`config.mk`:
```
export PLATFORM = sky130hd
export DESIGN_NAME = pixel_frame_sequencer
export DESIGN_NICKNAME = d
export VERILOG_FILES = /design/src/rtl/pixel_frame_sequencer.sv
export SDC_FILE = /design/constraint.sdc
export NUM_CORES = 1
export LEC_CHECK = 0
export BUFFER_PORTS_ARGS = -buffer_cell sky130_fd_sc_hd__buf_2
export CORE_ASPECT_RATIO = 0.75
export CORE_MARGIN = 4
export CORE_UTILIZATION = 40
export CTS_BUF_LIST = sky130_fd_sc_hd__clkbuf_4 sky130_fd_sc_hd__clkbuf_8
export CTS_CLUSTER_DIAMETER = 30
export DETAILED_ROUTE_END_ITERATION = 8
export HOLD_SLACK_MARGIN = 0.08
export PLACE_DENSITY = 0.65
export SLEW_MARGIN = 25
export SYNTH_ARGS = -nofsm -noshare
export SYNTH_HDL_FRONTEND = slang
export SYNTH_SLANG_ARGS = --single-unit
```
`constraint.sdc`:
```
create_clock -name clk -period 2.5 [get_ports clk]
set_input_delay 0 -clock clk [delete_from_list [all_inputs] [get_ports clk]]
set_output_delay 0 -clock clk [all_outputs]
set_load 0.005 [all_outputs]
```
`src/rtl/pixel_frame_sequencer.sv`:
```
// pixel_frame_sequencer: holds one frame of 24-bit colours and streams them,
// index 0 first, to the writepixel serialiser over a pix_valid/pix_busy
// handshake. After the last pixel it holds the line idle for the strip latch
// gap, then pulses frame_done.
module pixel_frame_sequencer #(
    parameter int NUM_PIXELS = 8,
    parameter int ADDR_W     = 3,
    parameter int CLK_HZ     = 12_000_000,
    parameter int LATCH_US   = 80,
    parameter int BUSY_WAIT  = 64
) (
    input  logic              clk,
    input  logic              rst,
    input  logic              wr_en,
    input  logic [ADDR_W-1:0] wr_addr,
    input  logic [23:0]       wr_data,
    input  logic              start,
    input  logic              pix_busy,
    output logic [7:0]        pixel_r,
    output logic [7:0]        pixel_g,
    output logic [7:0]        pixel_b,
    output logic              pix_valid,
    output logic              frame_busy,
    output logic              frame_done
);

    localparam int LATCH_CYC = (CLK_HZ / 1_000_000) * LATCH_US;
    localparam int CNT_MAX   = (LATCH_CYC > BUSY_WAIT) ? LATCH_CYC : BUSY_WAIT;
    localparam int CNT_W     = $clog2(CNT_MAX) + 1;
    localparam int MEM_AW    = (NUM_PIXELS > 1) ? $clog2(NUM_PIXELS) : 1;

    localparam logic [ADDR_W-1:0] LAST_IDX   = ADDR_W'(NUM_PIXELS - 1);
    localparam logic [ADDR_W:0]   NUM_PIX    = (ADDR_W + 1)'(NUM_PIXELS);
    localparam logic [CNT_W-1:0]  BUSY_LAST  = CNT_W'(BUSY_WAIT - 1);
    localparam logic [CNT_W-1:0]  LATCH_LAST = CNT_W'(LATCH_CYC - 1);

    typedef enum logic [2:0] {
        IDLE,
        LOAD,
        SEND,
        WAIT_HI,
        WAIT_LO,
        LATCH
    } state_t;

    state_t            state;
    logic [ADDR_W-1:0] idx;
    logic [CNT_W-1:0]  cnt;
    logic [23:0]       mem [NUM_PIXELS];

    // Frame buffer write port; out-of-range indices are dropped.
    // NOTE: the buffer has no reset on purpose -- a reset must not wipe the
    // frame, and leaving it out lets synthesis map it to RAM.
    always_ff @(posedge clk) begin
        if (wr_en && ({1'b0, wr_addr} < NUM_PIX)) begin
            mem[wr_addr[MEM_AW-1:0]] <= wr_data;
        end
    end

    // Sequencer FSM: load, strobe, wait for busy rise/fall, then latch gap.
    // NOTE: all state here uses non-blocking assignments, so a buffer read in
    // LOAD sees the value from before any write landing on the same edge.
    always_ff @(posedge clk) begin
        if (rst) begin
            state      <= IDLE;
            idx        <= '0;
            cnt        <= '0;
            pixel_r    <= '0;
            pixel_g    <= '0;
            pixel_b    <= '0;
            pix_valid  <= 1'b0;
            frame_done <= 1'b0;
        end else begin
            pix_valid  <= 1'b0;
            frame_done <= 1'b0;
            unique case (state)
                IDLE: begin
                    if (start) begin
                        idx   <= '0;
                        state <= LOAD;
                    end
                end
                LOAD: begin
                    {pixel_r, pixel_g, pixel_b} <= mem[idx[MEM_AW-1:0]];
                    pix_valid <= 1'b1;
                    state     <= SEND;
                end
                SEND: begin
                    cnt   <= '0;
                    state <= WAIT_HI;
                end
                WAIT_HI: begin
                    if (pix_busy) begin
                        state <= WAIT_LO;
                    end else if (cnt == BUSY_LAST) begin
                        // Serialiser never answered: count the pixel as sent.
                        if (idx == LAST_IDX) begin
                            cnt   <= '0;
                            state <= LATCH;
                        end else begin
                            idx   <= idx + 1'b1;
                            state <= LOAD;
                        end
                    end else begin
                        cnt <= cnt + 1'b1;
                    end
                end
                WAIT_LO: begin
                    if (!pix_busy) begin
                        if (idx == LAST_IDX) begin
                            cnt   <= '0;
                            state <= LATCH;
                        end else begin
                            idx   <= idx + 1'b1;
                            state <= LOAD;
                        end
                    end
                end
                LATCH: begin
                    if (cnt == LATCH_LAST) begin
                        frame_done <= 1'b1;
                        state      <= IDLE;
                    end else begin
                        cnt <= cnt + 1'b1;
                    end
                end
                default: state <= IDLE;
            endcase
        end
    end

    assign frame_busy = (state != IDLE);

endmodule
```
Yosys cells after proc, flatten, opt, wreduce, memory -nomap -nowiden
Memories as Yosys holds them, arrays and structs flattened. A register that Yosys moved wholly into a read port is not among the register bits.
Cells that the tools add are included.
- flip-flop bits (word level): 19
- memories kept: 1
- bits of input ports: 32
- bits in latches: 0
- ROM bits: 0
- logic and storage cells: 55
- output and inout port bits: 27
- RAM bits: 192
- eq/ne operators: 15
- reduce and logical (&&, ||, !) cells: 8
- muxes and demuxes: 23
- bitwise logic cells: 1
- $mul: 0
- div/mod/pow operators: 0
- shift-type cells: 0
- add/sub/neg operators: 2
- order comparisons: 0
- memory list (memory ; depth ; width ; rd ports ; clocked after memory_dff ; write ports ; line ; text):
    mem ; 8 ; 24 ; 1 ; 1 ; 1 ; 49 ; logic [23:0] mem [NUM_PIXELS];
- operators with widths (operator ; number):
    $mux W11 ; 5
    $pmux W11 S4 ; 1
    $mux W3 ; 11
    $pmux W3 S6 ; 1
    $ne A2 B2 Y1 const B ; 6
    $add A11 B1 Y11 const B ; 1
    $eq A11 B10 Y1 const B ; 1
    $eq A11 B6 Y1 const B ; 1
    $eq A3 B3 Y1 const B ; 3
    $pmux W3 S3 ; 1
    $reduce_and A4 Y1 ; 2
    $eq A3 B2 Y1 const B ; 2
    $reduce_bool A3 Y1 ; 2
    $reduce_and A5 Y1 ; 1
    $mux W1 ; 4
    $reduce_bool A4 Y1 ; 1
    $add A3 B1 Y3 const B ; 1
    $eq A3 B1 Y1 const B ; 1
    $logic_not A3 Y1 ; 1
    $ne A3 B3 Y1 const B ; 1
    $reduce_or A2 Y1 ; 1
    $not A1 Y1 ; 1

Depth between registers and ports, before layout
- depth in word-level cells: 5
- depth in mapped cells: 7
- depth with buffers taken out: 7

Least setup slack after synthesis
Ideal clock, no wire load.
- path type: input -> register
- from: input wr_addr[2]
- to: memory mem[0][0] (enable)
- path slack: 215 ps
- arrival: 1849 ps
- buffers on the path: 0
- stages on the path: 2
- cells stage by stage: nand2b_1 -> nor3_1
- RTL lines (item ; line ; text):
    start, declared ; 15 ; input logic [ADDR_W-1:0] wr_addr,
    end, declared ; 49 ;
Straight into the memory's write port.

Final worst setup path
- from: register cnt[0]
- to: register cnt[1]
- word-level cells in the longest chain between the ends: 4
- RTL lines (item ; line ; text):
    start, declared ; 48 ; logic [CNT_W-1:0] cnt;
    start signal, assigned ; 105 ; cnt <= cnt + 1'b1;
    start signal, assigned ; 124 ; cnt <= cnt + 1'b1;
    $add A11 B1 Y11 / $eq A11 B6 Y1 (equally long branches) ; 105, 124, 95 ;
    $mux W11 ; 95 ; end else if (cnt == BUSY_LAST) begin
    $mux W11 ; 93 ; if (pix_busy) begin
    $pmux W11 S4 ; 76 ; unique case (state)
Several ways; a longest one is shown, not always the timed one. The select of a mux whose other input is x is not followed.
A chain may end at the register's enable or synchronous reset.

==> flow_summary_export.csv <==
group,metric,value,unit
clocking,htreeDepth,2,
routing,ant_nets,0,
die,die_w,184,um
placement,gp_congestion,0.920,
critical_path,path_max_fanout,6,
yosys,synthFlopType,"edfxtp_1",
grt,antenna_found_initial,0,
job,drv_cap,0,
yosys,synth-compound-area-share,0.0642,
hold_path,min-delay-path-class,"primary input to register",
critical_path,worstSetupStartpointType,"register",
die,die_area,25900,sq um
sta,min_period,2.26,ns
yosys,yosysTopAreaCell,"edfxtp_1",
routing,first_iter_violations,343,
power_and_ir_drop,switching_share,0.245,
sta,setup_ws,0.239,ns
clocking,clockRootBuffer,"clkbuf_8",
yosys,synth_nets,572,
yosys,synth_area,9340,sq um
clocking,clk_path_buf_depth,3,
critical_path,crit_buf_inv,0,
critical_path,worstSetupPathType,"register to register",
sta,fin_skew,0.0190,ns
yosys,async_flop_share,0,
clocking,cts-resized-gates,0,
grt,grt_use_total,0.158,
grt,grt_pass1_wl,31500,um
cells_and_area,antenna_cells,0,
grt,grt_pass1_vias,5571,
routing,drt-wirelength-per-cell,20.5,um
cells_and_area,stdcell_count,989,
routing,drc,0,
power_and_ir_drop,finalPower,9380,uW
status,status,"finished, final reports clean",
sta,setup_tns,0,ns
yosys,post_synth_main_area_contributors,"edfxtp_1, mux4_2, dfxtp_1",
routing,vias_per_cell,5.44,
placement,placedCellCount,885,
yosys,synthAdderAreaFrac,0.00536,
critical_path,path_delay_family,"simple AND/OR/NAND/NOR gates",
critical_path,cp_slowest_cell,"or3_1",
sta,slew_headroom,0.513,
critical_path,crit_arrival,2.68,ns
critical_path,cp.required,2.92,ns
sta,max_slew.worst_pin.slew,0.730,ns
sta,timing.final.crit_share,0.904,
clocking,numCtsBuffers,43,
power_and_ir_drop,clkPwrFrac,0.405,
sta,slew_violations,0,
critical_path,end_kind,"register",
clocking,cts_tree,"yes",
yosys,synth_top_family_by_area,"multiplexers",
sta,max_freq,442,MHz
power_and_ir_drop,cellPowerDensity,832,nW/um^2
sta,finalHoldViolations,0,
placement,hpwlAfterDp,11300,um
cells_and_area,final_cell_mix,"edfxtp_1, buf_2, mux4_2",
routing,drt-total-wl,20300,um
power_and_ir_drop,p_int,7080,uW
die,rows,48,
yosys,ys_ff_latch,235,
clocking,path_clk_slew,0.06,ns
sta,rsz0062_at_grt,"false",
cells_and_area,area_growth,20.7,%
yosys,syn_inst,536,
die,io_pins,59,
critical_path,cpPeakStageDelay,0.49,ns
cells_and_area,multi_input_area,2590,sq um
yosys,synth_cell_types,56,
yosys,synthMuxAreaShare,0.144,
yosys,yosysSeqAreaShare,0.710,
sta,finalSetupViolCount,0,
power_and_ir_drop,power_frac_seq,0.483,
power_and_ir_drop,switching_power,2300,uW
clocking,numClockSinks,235,
power_and_ir_drop,p_leak,0.00369,uW
clocking,clk_latency,0.54,ns
cells_and_area,n_fill_cell,1896,
yosys,synth-xor-area-share,0.000938,
yosys,synth_area_per_cell,17.4,sq um
grt,grt_overflow_total,0,
cells_and_area,regArea,6630,sq um
placement,port_buffers,58,
yosys,synth.top_cell.area_share,0.617,
clocking,postCtsSetupRepairBufs,0,
die,core,23000,sq um
die,die_h,140,um
cells_and_area,drive_gt1_frac,0.309,
cells_and_area,final_common_cell,"edfxtp_1",
cells_and_area,layout.nets,693,
yosys,ys_warn_count,0,
power_and_ir_drop,vdd_drop_max,0.409,mV
routing,dr.pass1.iters,5,
grt,grt_max_degree,51,
yosys,synthSimpleGateAreaFrac,0.0598,
yosys,synth_edf_count,192,
power_and_ir_drop,pwr-share-comb,0.111,
placement,dp_slack,0.234,ns
critical_path,crit_chain,"ha_1, nand4bb_1, or3_1, o211ai_1, nor2_1, a22o_1",
routing,vias,5384,
die,start_util,0.406,
## worst min-delay path, delay by kind of cell
kind | cells | cell delay (ns)
buffers and inverters | 2 | 0.41
and+or+nand+nor | 1 | 0.05
## worst paths after layout
path,start,to,slack (ns),depth (start not counted)
max,cnt[0],cnt[1],0.24,6
min,wr_addr[0],mem[4][15],0.15,3
max reg2reg,cnt[0],cnt[1],0.24,6
min reg2reg,pixel_b[2],pixel_b[2],0.49,2
## sequential cells by signal (all words and copies together), names as in the netlist
name and flops:
mem 192, cnt 11, pixel_b 8, pixel_g 8, pixel_r 8, idx 3
state 3, frame_done 1, pix_valid 1
## power by group through the flow
| stage | combinational, uW | clock, uW | sequential, uW |
|---|---|---|---|
| finish | 1040 | 3800 | 4530 |
| global route | 1160 | 4120 | 4550 |
| CTS | 1050 | 3910 | 4530 |
| detailed placement | 1010 | 0 | 4620 |
| global placement | 998 | 0 | 4600 |
| floorplan | 621 | 0 | 4610 |
## cells in the mapped netlist (all sizes together), types with 3 or more instances
master,n
nor2,43
a22o,5
mux2i,24
or3,4
o22ai,3
a21oi,10
and4,3
edfxtp,192
o21a,3
nand2,14
nand3,6
ha,4
buf,15
clkbuf,14
nor4,5
a211oi,28
inv,6
and3,4
nand2b,5
nor3,8
o21ai,9
nor3b,3
mux4,49
dfxtp,43
## cell families (layout without fill, tap and decap cells)
logic type               count (synthesis)  after routing
AO/OA/AOI/OAI                           80             80
XOR/XNOR                                 1              1
adder cells (fa/ha/maj)                  4              4
buffers and inverters                   35            188
flip-flops                             235            235
multiplexers                            73             73
AND/OR/NAND/NOR                        108            108
## layout make-up
type | count | share of cell area
flip-flops and latches | 235 | 0.588
multi-input cells | 266 | 0.230
repair buffers | 105 | 0.0653
clock buffers | 51 | 0.0584
well taps | 300 | 0.0333
clock inverters | 26 | 0.0227
inverters | 6 | 0.00200
## metrics by stage
stage	util	cell area, sq um	hold WS [ns]
3_3_place_gp	0.438	10100	0.259
6_report	0.490	11300	0.147
3_5_place_dp	0.438	10100	0.273
5_1_grt	0.490	11300	0.124
4_1_cts	0.490	11300	0.0951
2_1_floorplan	-	9340	0.0989
## per-layer routing
metal  GRT usage  vias to the layer above  part of all wire
li1            -                     2432                 -
met1       0.226                     2723              0.44
met2       0.245                      195              0.47
met3      0.0387                       34             0.069
met4      0.0432                        0             0.018
met5           0                        -                 0
## timing repair
action,CTS,global route
hold buffers,27,0
hold endpoints to repair,200,0
endpoints found under the setup margin,0,0
Note: power is estimated with default switching activity, not from simulation.
